==> src/rtl/ext_rx_axis_bridge.sv <==
// Receive-side P2P bridge: external stream -> AXIS with FIFO buffering, keep-framing checks and tuser metadata.
// Optional per-packet statistics outputs are enabled by defining EXT_RX_STATS_EN.
package bus_interfaces_pkg;
    typedef struct packed {
        logic        valid;
        logic [63:0] data;
        logic [7:0]  keep;
        logic        last;
    } external_m2s_t;

    typedef struct packed {
        logic ready;
    } external_s2m_t;

    typedef struct packed {
        logic        tvalid;
        logic [63:0] tdata;
        logic [7:0]  tkeep;
        logic [63:0] tuser;
        logic        tlast;
    } axis_m2s_t;

    typedef struct packed {
        logic tready;
    } axis_s2m_t;
endpackage

module ext_rx_axis_bridge
    import bus_interfaces_pkg::*;
#(
    parameter int DEPTH = 4,
    parameter int SEQ_W = 16
) (
    input  logic          clk,
    input  logic          rst,
    input  external_m2s_t ext_in,
    output external_s2m_t ext_out,
    output axis_m2s_t     axis_out,
    input  axis_s2m_t     axis_in
`ifdef EXT_RX_STATS_EN
    ,
    output logic [31:0]   pkt_cnt,
    output logic [31:0]   err_pkt_cnt
`endif
);

    localparam int PTR_W = $clog2(DEPTH);
    localparam logic [PTR_W:0] CNT_ONE  = (PTR_W+1)'(1);
    localparam logic [PTR_W:0] CNT_FULL = (PTR_W+1)'(DEPTH);

    typedef enum logic {IDLE = 1'b0, IN_PKT = 1'b1} state_t;

    typedef struct packed {
        logic [63:0] data;
        logic [7:0]  keep;
        logic [63:0] tuser;
        logic        last;
    } entry_t;

    entry_t           mem [DEPTH];
    entry_t           new_entry;
    logic [PTR_W-1:0] wr_ptr, rd_ptr;
    logic [PTR_W:0]   count;
    logic             full, empty, push, pop;

    state_t           state, state_d;
    logic [SEQ_W-1:0] seq;
    logic [15:0]      byte_cnt, cur_bytes;
    logic             err, cur_err, frame_err, tail_ok;
    logic [3:0]       keep_ones;
    logic [16:0]      byte_sum;
    logic [7:0]       keep_p1;

    assign full  = (count == CNT_FULL);
    assign empty = (count == '0);
    assign push  = ext_in.valid && ext_out.ready;
    assign pop   = axis_out.tvalid && axis_in.tready;

    always_comb begin
        ext_out       = '0;
        ext_out.ready = !full && !rst;
    end

    // A legal tail keep is a contiguous run of ones from bit 0: adding one clears every set bit.
    always_comb begin
        keep_ones = '0;
        for (int i = 0; i < 8; i++) keep_ones = keep_ones + {3'b000, ext_in.keep[i]};
        byte_sum  = {1'b0, byte_cnt} + {13'b0, keep_ones};
        cur_bytes = byte_sum[16] ? 16'hFFFF : byte_sum[15:0];
        keep_p1   = ext_in.keep + 8'd1;
        tail_ok   = (ext_in.keep != 8'h00) && ((keep_p1 & ext_in.keep) == 8'h00);
        frame_err = ext_in.last ? !tail_ok : (ext_in.keep != 8'hFF);
        cur_err   = err || frame_err;

        new_entry             = '0;
        new_entry.data        = ext_in.data;
        new_entry.keep        = ext_in.keep;
        new_entry.last        = ext_in.last;
        new_entry.tuser[SEQ_W-1:0] = seq;
        if (ext_in.last) begin
            new_entry.tuser[31:16] = cur_bytes;
            new_entry.tuser[32]    = cur_err;
        end
    end

    always_comb begin
        state_d = state;
        if (push) state_d = ext_in.last ? IDLE : IN_PKT;
    end

    always_ff @(posedge clk or posedge rst) begin
        if (rst) begin
            state    <= IDLE;
            seq      <= '0;
            byte_cnt <= '0;
            err      <= 1'b0;
        end else begin
            state <= state_d;
            if (push) begin
                if (ext_in.last) begin
                    seq      <= seq + SEQ_W'(1);
                    byte_cnt <= '0;
                    err      <= 1'b0;
                end else begin
                    byte_cnt <= cur_bytes;
                    err      <= cur_err;
                end
            end
        end
    end

    always_ff @(posedge clk or posedge rst) begin
        if (rst) begin
            wr_ptr <= '0;
            rd_ptr <= '0;
            count  <= '0;
        end else begin
            if (push) wr_ptr <= wr_ptr + PTR_W'(1);
            if (pop)  rd_ptr <= rd_ptr + PTR_W'(1);
            case ({push, pop})
                2'b10:   count <= count + CNT_ONE;
                2'b01:   count <= count - CNT_ONE;
                default: count <= count;
            endcase
        end
    end

    always_ff @(posedge clk) begin
        if (push) mem[wr_ptr] <= new_entry;
    end

    // Payload is forced to zero while empty so stale storage never shows on the bus.
    always_comb begin
        axis_out = '0;
        if (!empty) begin
            axis_out.tvalid = 1'b1;
            axis_out.tdata  = mem[rd_ptr].data;
            axis_out.tkeep  = mem[rd_ptr].keep;
            axis_out.tuser  = mem[rd_ptr].tuser;
            axis_out.tlast  = mem[rd_ptr].last;
        end
    end

`ifdef EXT_RX_STATS_EN
    always_ff @(posedge clk or posedge rst) begin
        if (rst) begin
            pkt_cnt     <= '0;
            err_pkt_cnt <= '0;
        end else if (push && ext_in.last) begin
            pkt_cnt <= pkt_cnt + 32'd1;
            if (cur_err) err_pkt_cnt <= err_pkt_cnt + 32'd1;
        end
    end
`endif

endmodule

==> config.mk <==
export PLATFORM = sky130hd
export DESIGN_NAME = ext_rx_axis_bridge
export DESIGN_NICKNAME = d
export VERILOG_FILES = /design/src/rtl/ext_rx_axis_bridge.sv
export SDC_FILE = /design/constraint.sdc
export NUM_CORES = 1
export LEC_CHECK = 0
export ABC_AREA = 1
export BUFFER_PORTS_ARGS = -buffer_cell sky130_fd_sc_hd__buf_2
export CORE_MARGIN = 2
export CORE_UTILIZATION = 40
export CTS_BUF_LIST = sky130_fd_sc_hd__clkbuf_8
export DETAILED_ROUTE_END_ITERATION = 8
export PLACE_DENSITY = 0.67
export SLEW_MARGIN = 20
export SYNTH_ARGS = -nofsm -noshare
export SYNTH_HDL_FRONTEND = slang
export SYNTH_SLANG_ARGS = --single-unit
==> constraint.sdc <==
create_clock -name clk -period 7.2 [get_ports clk]
set_input_delay 0.72 -clock clk [delete_from_list [all_inputs] [get_ports clk]]
set_output_delay 0.72 -clock clk [all_outputs]
set_load 0.005 [all_outputs]
Word-level counts from Yosys, hierarchy flattened
Memory sizes are Yosys's and may differ from the RTL's.
Index checks and enable logic that the tools add are counted.
Storage, ports and cells
  output and inout bits: 139
  memory bits (writable): 424
  memories: 1
  input bits: 77
  register bits after elaboration: 40
Memory list
  mem: depth 4, bits a word 106, rd ports 1, clocked after Yosys merged registers in 0, write ports 1, line 60  | entry_t mem [DEPTH];
Operators by class
  multiplexer cells: 9
  reduce and logical (&&, ||, !) cells: 13
  bitwise logic cells: 1
  equality and inequality tests: 4
  add/sub/neg operators: 14
Operator list (number)
  2-to-1 mux 138 bit: 1
  2-to-1 mux 16 bit: 2
  adder 16 x 4 -> 17 bit: 1
  2-to-1 mux 17 bit: 1
  adder 16 x 1 -> 16 bit (second input constant): 1
  adder 4 x 1 -> 4 bit: 4
  adder 8 x 1 -> 8 bit (second input constant): 1
  bitwise AND 8 bit: 1
  zero test 8 bit: 1
  inequality test 8 bit (second input constant): 1
  nonzero test 8 bit: 1
  one-hot mux 3 bit (2 select lines): 1
  adder 2 x 1 -> 2 bit (second input constant): 2
  adder 3 x 1 -> 4 bit: 1
  logical AND 1 bit: 4
  2-to-1 mux 1 bit: 4
  adder 2 x 1 -> 3 bit: 1
  adder 3 x 1 -> 3 bit (second input constant): 1
  equality test 3 bit (second input constant): 1
  zero test 1 bit: 3
  zero test 3 bit: 1
  subtractor 3 x 1 -> 3 bit (second input constant): 1
  adder 1 x 1 -> 2 bit: 1
  equality test 2 x 1 -> 1 bit (second input constant): 1
  other kinds (4): 4

Longest topological paths before layout
Gate-level depths: netlist of run 1.
  word-level depth: 10
  mapped depth: 16
  gate-level depth less buffers: 16

Least setup slack after synthesis of run 1
Ideal clock, no wire load.
  path kind: input port to flip-flop
  start point: in rst
  end point: mem mem[0][0] in the netlist's numbering, enable pin
  buffers on the path: 1
  path slack: 0.961 ns
  library setup time: 0.572 ns
  required time: 6.628 ns
  cell stages on the path: 4
  arrival time: 5.667 ns
  path through: a31oi_4 > nand2_4 > buf_1 > nor2_1
Between the ends
  longest elaborated chain between the ends: 5
RTL lines
  from (decl): line 35  | input logic rst,
  zero test 1 bit (no source line)
  logical AND 1 bit: line 81  | ext_out.ready = !full && !rst;
  logical AND 1 bit: line 76  | assign push = ext_in.valid && ext_out.ready;
  2-to-1 mux 1 bit: line 149  | if (push) mem[wr_ptr] <= new_entry;
  2-to-1 mux 1 bit (not written as such): line 149
  to (decl): line 60
No other way between the ends.

==> qor.yml, run 1 <==
cts_setup_buffers: 0
core_area_um2: 47900
cts_tree: "yes"
grt_pass1_wl_um: 69400
p_leak_uw: 0.00833
grt_max_degree: 126
outcome: "complete, no violations"
synthCells: 1714
fillers: 4253
wl_per_cell_um: 17.4
seqCellArea_um2: 13700
path_max_fanout: 125
die_w_um: 225
ir_drop_v: 0.000227
timing.hold.ws_ps: 260
hold_buffers: 0
clk_latency_ps: 650
synthesis.area_um2: 19500
postCtsResizedCells: 0
finalClockSkew_ps: 24.0
placed_cell_area_um2: 20900
synth_cell_types: 32
finalSetupViolations: 0
path_class: "reg2out"
worst_slack_ps: 2990
synth_area_per_cell_um2: 11.4
overflow: 0
firstDrtPassIters: 6
antenna_found_initial: 0
cap_violations: 0
vias: 13017
port_buffers: 184
yosysTopAreaCellShare_pct: 65.3
crit_path_end_kind: "output pin"
ant_nets: 0
slew_headroom_pct: 26.3
drt_wl_total_um: 44800
die_area_um2: 50500
period_share_pct: 58.5
fin_area_um2: 22300
grt_pass1_vias: 12947
synth_flop_cell: "edfxtp_1"
ys_seq_area_share_pct: 70.4
clock-sinks: 464
drive_gt1_share_pct: 16.1
post-dp-hpwl_um: 24100
track_usage_pct: 17.8
worst_pin_slew_ps: 1100
gp_congestion: 0.881
multi_input_area_um2: 5020
ys.warnings.count: 0
synthMostInstantiatedCell: "nor2_1"
fmax_mhz: 238
drc: 0
async_reset_ff_share_pct: 8.62
pre_cts_ws_ps: 2670
synth_seq_cells: 464
cts_buffers: 76
pin_count: 216
initial_core_util_pct: 40.7
rows: 80
die_h_um: 225
hp-class: "in2async"
worstSetupStartpointType: "register"
power.density_nw_per_um2: 391
synth_edf_count: 424
post-route-min-period_ps: 4210
synth_top_area_cell: "edfxtp_1"
cts_max_path_buffers: 3
rsz0062_at_grt: "no"
synthTopCellsByCount: "466 x nor2_1, 424 x edfxtp_1, 232 x o21ai_0"
critPathArrivalTime_ps: 3490
critPathRequiredTime_ps: 6480
maxSlewViolCount: 0
cts.root.buffer_cell: "clkbuf_8"
post_drt_via_cell_ratio: 5.06
fin_tns_setup_ps: 0
nNetsFinal: 2000
area_delta_synth_final_pct: 14.4
htree_num_levels: 3
initialDrtViolationCount: 1052
synth.area.top_cells: "edfxtp_1 65%, nor2_1 9.0%, o21ai_0 6.0%"
path_clk_slew_ps: 70
finalHoldViolations: 0
antenna_cells: 0
[cells in the final DEF (no fill, tap or decap), types with 15 or more instances in the layout]
| cell type | netlist | routed |
|---|---|---|
| nor2_1 | 466 | 462 |
| edfxtp_1 | 424 | 424 |
| o21ai_0 | 232 | 232 |
| buf_2 | 31 | 184 |
| nand2_1 | 135 | 135 |
| a21oi_1 | 116 | 116 |
| inv_1 | 70 | 90 |
| clkbuf_8 | 0 | 79 |
| dfrtp_1 | 40 | 38 |
| nand3_1 | 36 | 36 |
| conb_1 | 1 | 31 |
| clkinv_1 | 0 | 19 |
| ha_1 | 15 | 15 |
[power by group]
part	internal (µW)	switching [µW]
Sequential	3330	203
Combinational	1020	1940
Clock	1200	1020
[sequential cells by signal, indices dropped and copies added, names as in the netlist]
register and flops:
mem 424, byte_cnt 16, seq 16, count 3
rd_ptr 2, wr_ptr 2, err 1
[area by class of cell]
type / count / share of cell area, %
clock buffer: 79 / 4.87
clock inverter: 56 / 1.67
inverter: 75 / 1.31
multi-input combinational: 1086 / 22.5
sequential: 464 / 61.6
tap: 615 / 3.45
timing repair buffer: 199 / 4.65
[through the flow]
step	util [%]	cells	total power, µW
final	46.5	2574	8720
after global routing	46.5	2574	9330
after CTS	46.5	2574	8850
after detailed placement	43.5	2439	6610
after global placement	43.5	2439	6530
after floorplan	-	1744	5410
[critical path: stages (launching register included)]
cell     delay [ps]
dfrtp_4         640
inv_6           580
buf_4           790
o21ai_0         200
a21oi_1         380
buf_2           190
[final timing paths]
check | from | endpoint | slack (ps) | cells past startpoint
min | rst | byte_cnt[3] | 260 | 3
min in group clk | ext_in[36] | mem[3][69] | 290 | 1
max | rd_ptr[0] | axis_out[25] | 2990 | 5
max in group asynchronous | rst | rd_ptr[1] | 6480 | 3
min reg2reg | byte_cnt[2] | byte_cnt[2] | 520 | 2
max reg2reg | byte_cnt[0] | mem[1][28] | 3640 | 13
[logic make-up after synthesis]
family | Yosys count | synth area share, %
flip-flops | 464 | 70.4
buffers and inverters | 194 | 4.63
XOR/XNOR | 17 | 0.763
adder cells (fa/ha/maj) | 21 | 1.58
AND/OR/NAND/NOR | 657 | 13.2
AO/OA/AOI/OAI | 360 | 9.39
other | 1 | 0.0192
[per-layer routing]
metal  wire length, µm  vias up  GRT usage, %
li1                  -     6223             -
met1             19300     6302          22.3
met2             21800      407          30.0
met3              2670       85          4.01
met4              1020        0          7.05
met5                 0        -             0
Note: power is estimated with default switching activity, not from simulation.
==> run 2: changes to the inputs <==
- clock period: 7.2 -> 4 ns (I/O delays scaled with it)
==> run 2 against run 1 <==
Effect of this change:
- worst setup slack worse by 2400 ps
- first-iteration DRC count is 10% higher
- clock skew is 1.6 ps higher
- combinational power is 91% higher
- critical path depth is 2 higher
- non-clock buffer count is 86 higher
- sequential power is 76% higher
- total power is 83% higher
- clock power is 83% higher
- wire length is 2.6% higher
- sequential cell count stayed put
- largest power group unchanged
==> qor.yml, run 2 (synthesized netlist as in run 1, its figures left out) <==
drive_gt1_share_pct: 16.3
largest_reg_flops: 424
grt_pass1_vias: 13320
drt_wl_total_um: 45900
firstDrtPassIters: 5
finalHoldViolations: 0
track_usage_pct: 18.1
path_clk_slew_ps: 60
worst_pin_slew_ps: 940
antenna_found_initial: 0
clk_latency_ps: 650
period_share_pct: 85.6
pin_count: 216
cts.root.buffer_cell: "clkbuf_8"
outcome: "complete, no violations"
top_usage_layer: "met2"
hold_buffers: 70
fillers: 4220
initialDrtViolationCount: 1160
grt_pass1_wl_um: 71400
vias: 13395
post_drt_via_cell_ratio: 5.02
clock-sinks: 464
ant_nets: 0
slew_headroom_pct: 37.3
placed_cell_area_um2: 21000
nNetsFinal: 2088
gr-usage-met2_pct: 31.0
port_buffers: 184
r2r_cells: 14
core_area_um2: 47900
critPathArrivalTime_ps: 3020
finalSetupViolations: 0
htree_num_levels: 3
top_register: "mem"
power.density_nw_per_um2: 688
p_leak_uw: 0.00879
rows: 80
ir_drop_v: 0.000448
most-common-layout-cells: "462 x nor2_1, 424 x edfxtp_1, 232 x o21ai_0, 184 x buf_2, 135 x nand2_1"
die_h_um: 225
wl_per_cell_um: 17.2
antenna_cells: 0
critPathRequiredTime_ps: 3600
grt_max_degree: 108
grtUsageMet1_pct: 23.0
cap_violations: 0
area_delta_synth_final_pct: 19.1
rsz0062_at_grt: "no"
path_class: "reg2out"
cts_buffers: 78
reg_top3: "mem (424), byte_cnt (16), seq (16)"
maxSlewViolCount: 0
gp_congestion: 0.904
grt.met3_usage_pct: 3.25
drc: 0
hold_path_depth: 2
fmax_mhz: 292
r2r_slack_ps: 710
hp-class: "in2reg"
final_common_cell: "nor2_1"
cts_tree: "yes"
postCtsResizedCells: 0
fin_area_um2: 23200
post-route-min-period_ps: 3420
die_area_um2: 50500
fin_tns_setup_ps: 0
initial_core_util_pct: 40.7
path_max_fanout: 67
worstSetupStartpointType: "register"
finalClockSkew_ps: 25.6
cts_max_path_buffers: 3
cts_setup_buffers: 0
post-dp-hpwl_um: 25200
crit_path_end_kind: "output pin"
overflow: 0
die_w_um: 225
==> run 2: cell type report <==
class	count	area (µm²)	area share, %
clock buffer	84	1160	4.98
clock inverter	59	359	1.55
inverter	75	287	1.23
multi-input combinational	1086	5020	21.6
sequential	464	13700	59.1
tap	615	769	3.31
timing repair buffer	285	1900	8.20
==> run 2: layer usage <==
layer	vias up	routed length [µm]
met5	-	0
li1	6412	-
met2	366	22500
met4	0	951
met1	6549	20100
met3	68	2360
==> run 2: worst paths after layout <==
kind	start	end
max in group asynchronous	rst	byte_cnt[6]
hold / removal	ext_in[2]	mem[0][35]
min in group asynchronous	rst	count[1]
setup / recovery	rd_ptr[0]	axis_out[107]
setup reg to reg	byte_cnt[0]	mem[0][26]
hold reg to reg	byte_cnt[3]	byte_cnt[3]
==> run 2: metrics by stage <==
stage          util (%)  worst slack, ps  total power [µW]  hold WS [ps]  cells
6_report           48.5              576             16000           103   2668
5_1_grt            48.5              335             17100          60.7   2668
4_1_cts            48.5              536             16200          34.0   2668
3_5_place_dp       43.8             3.55             12000           477   2455
3_3_place_gp       43.8             10.5             11900           477   2455
2_1_floorplan         -             -238              9700           455   1744
==> run 2: power by group <==
group	total, µW	switching (µW)	internal (µW)
sequential	6240	244	6000
clock	4060	1900	2160
combinational	5670	3700	1970
==> run 2: worst max-delay path, cell delays in order, from the launching register on <==
cell     delay [ps]
dfrtp_4         430
buf_4           590
buf_4           600
nor2_1          110
nor2_1           90
o21ai_0          90
a21oi_1         210
buf_2           160
==> run 3: changes to the inputs <==
- PLACE_DENSITY: 0.67 -> 0.69
- clock period: 4 -> 2.8 ns (I/O delays scaled with it)
==> run 3 against run 2 <==
Effect of this change:
- total power up 46%
- sequential cell count stayed put
- utilization up 1.2 points
- wire length is 2.4% higher
- the run now ends with setup timing left
- non-clock buffer count increased by 26
- sequential share of layout area down 1.4 points
- hold slack worse by 33 ps
- combinational power grew 53%
==> qor.yml, run 3 (synthesized netlist as in run 1, its figures left out) <==
outcome: "complete, but fails checks"
violations: "setup timing"
port_buffers: 184
reg_top3: "mem (424), byte_cnt (16), seq (16)"
initialDrtViolationCount: 905
htree_num_levels: 3
path_max_fanout: 6
nNetsFinal: 2113
grt_max_degree: 108
die_h_um: 225
pin_count: 216
worstSetupStartpointType: "register"
firstDrtPassIters: 5
worst_pin_slew_ps: 685
reg2reg_from: "byte_cnt[0]"
antenna_cells: 0
cts_tree: "yes"
drive_gt1_share_pct: 19.5
worst_slack_ps: -220
crit_slowest_cell: "fa_1"
post-route-min-period_ps: 3020
hp-class: "in2reg"
crit_path_end_kind: "register"
rows: 80
path_cells: "inv_2 -> fa_1 -> fa_1 -> fa_2 -> inv_2 -> fa_2 -> nand3_2 -> inv_2 -> nor2_4 -> nor2_4 -> nand2_4 -> nand3_1 -> nand2_1 -> inv_1"
overflow: 0
ir_drop_v: 0.000848
clk_latency_ps: 650
drc: 0
cap_violations: 0
finalClockSkew_ps: 18.7
placed_cell_area_um2: 21300
track_usage_pct: 18.5
layout.cells.non_filler: 2689
path_class: "reg2reg"
post-dp-hpwl_um: 25700
core_area_um2: 47900
ant_nets: 0
grt_pass1_vias: 13340
vias: 13545
gp_congestion: 0.884
hold_start: "axis_in"
dp_cells: 2468
power.density_nw_per_um2: 982
grt_pass1_wl_um: 71700
cp_top_family: "adder cells"
r2r_slack_ps: -220
finalSetupViolations: 78
critPathArrivalTime_ps: 3410
period_share_pct: 108
fin_area_um2: 23800
top_register: "mem"
maxSlewViolCount: 0
die_w_um: 225
area_delta_synth_final_pct: 22.0
pre_cts_ws_ps: -891
wl_per_cell_um: 17.5
drt_wl_total_um: 47000
fmax_mhz: 331
cts_buffers: 76
p_leak_uw: 0.00899
cp-startpoint: "byte_cnt[0]"
cts.root.buffer_cell: "clkbuf_8"
rsz0062_at_grt: "yes"
critPathRequiredTime_ps: 3190
cp_slowest_stage_delay_ps: 510
clock-sinks: 464
slew_headroom_pct: 54.3
final_common_cell: "nor2_1"
largest_reg_flops: 424
most-common-layout-cells: "458 x nor2_1, 424 x edfxtp_1, 231 x o21ai_0, 184 x buf_2, 129 x nand2_1"
worst-path-buf-inv: 4
antenna_found_initial: 1
finalHoldViolations: 0
path_clk_slew_ps: 60
cts_max_path_buffers: 3
fin_tns_setup_ps: -12130
path_common_cell: "inv_2"
die_area_um2: 50500
timing.hold.ws_ps: 70.3
post_drt_via_cell_ratio: 5.04
initial_core_util_pct: 40.7
-- run 3: cell count changes in the layout (fill, tap and decap cells not counted), moves of 7 or more --
cell | previous run | this run
buf_12 | 4 | 11
nand3_2 | 0 | 11
inv_1 | 97 | 81
buf_4 | 27 | 34
a21oi_1 | 116 | 109
nand3_1 | 36 | 24
-- run 3: routing by layer --
metal / share of wire [%] / GRT usage, % / vias up
li1: - / - / 6461
met1: 42 / 22.5 / 6531
met2: 49 / 31.3 / 457
met3: 6.1 / 4.10 / 96
met4: 3.1 / 8.59 / 0
met5: 0 / 0 / -
-- run 3: layout make-up --
cell class                 count  area, µm²
multi-input combinational   1087       5210
clock inverter                54        344
tap                          615        769
sequential                   464      13700
inverter                      75        292
timing repair buffer         311       2300
clock buffer                  83       1140
fill                        4150      24100
-- run 3: final timing paths --
path,endpoint,cells after the start
setup / recovery,mem[3][22],14
max in group asynchronous,rd_ptr[1],4
hold / removal,rd_ptr[0],4
min in group asynchronous,count[2],4
setup reg to reg,mem[3][22],14
hold reg to reg,byte_cnt[3],2
-- run 3: through the flow --
stage	power [µW]	util [%]
3_3_place_gp	17200	44.4
3_5_place_dp	17400	44.4
2_1_floorplan	13900	-
5_1_grt	24900	49.6
4_1_cts	23500	49.4
6_report	23400	49.6
-- run 3: worst register-to-register path, stage by stage, from the launching register on --
cell	delay [ps]
dfrtp_1	370
inv_2	70
fa_1	430
fa_1	510
fa_2	190
inv_2	40
fa_2	350
nand3_2	100
inv_2	50
nor2_4	170
nor2_4	90
nand2_4	130
nand3_1	130
nand2_1	80
inv_1	70
-- run 3: what timing repair did --
item | in CTS | in global routing
setup endpoints to repair | 88 | 95
endpoints found under the hold margin | 328 | 0
hold buffers | 73 | 0
gates cloned | 2 | 0
buffers inserted | 3 | 6
resized for setup | 27 | 14
pin swaps | 4 | 4
-- run 3: where the power goes --
part	internal, µW	switching, µW	total (µW)
clock network	3110	2660	5770
logic	3200	5450	8650
registers	8560	401	8960
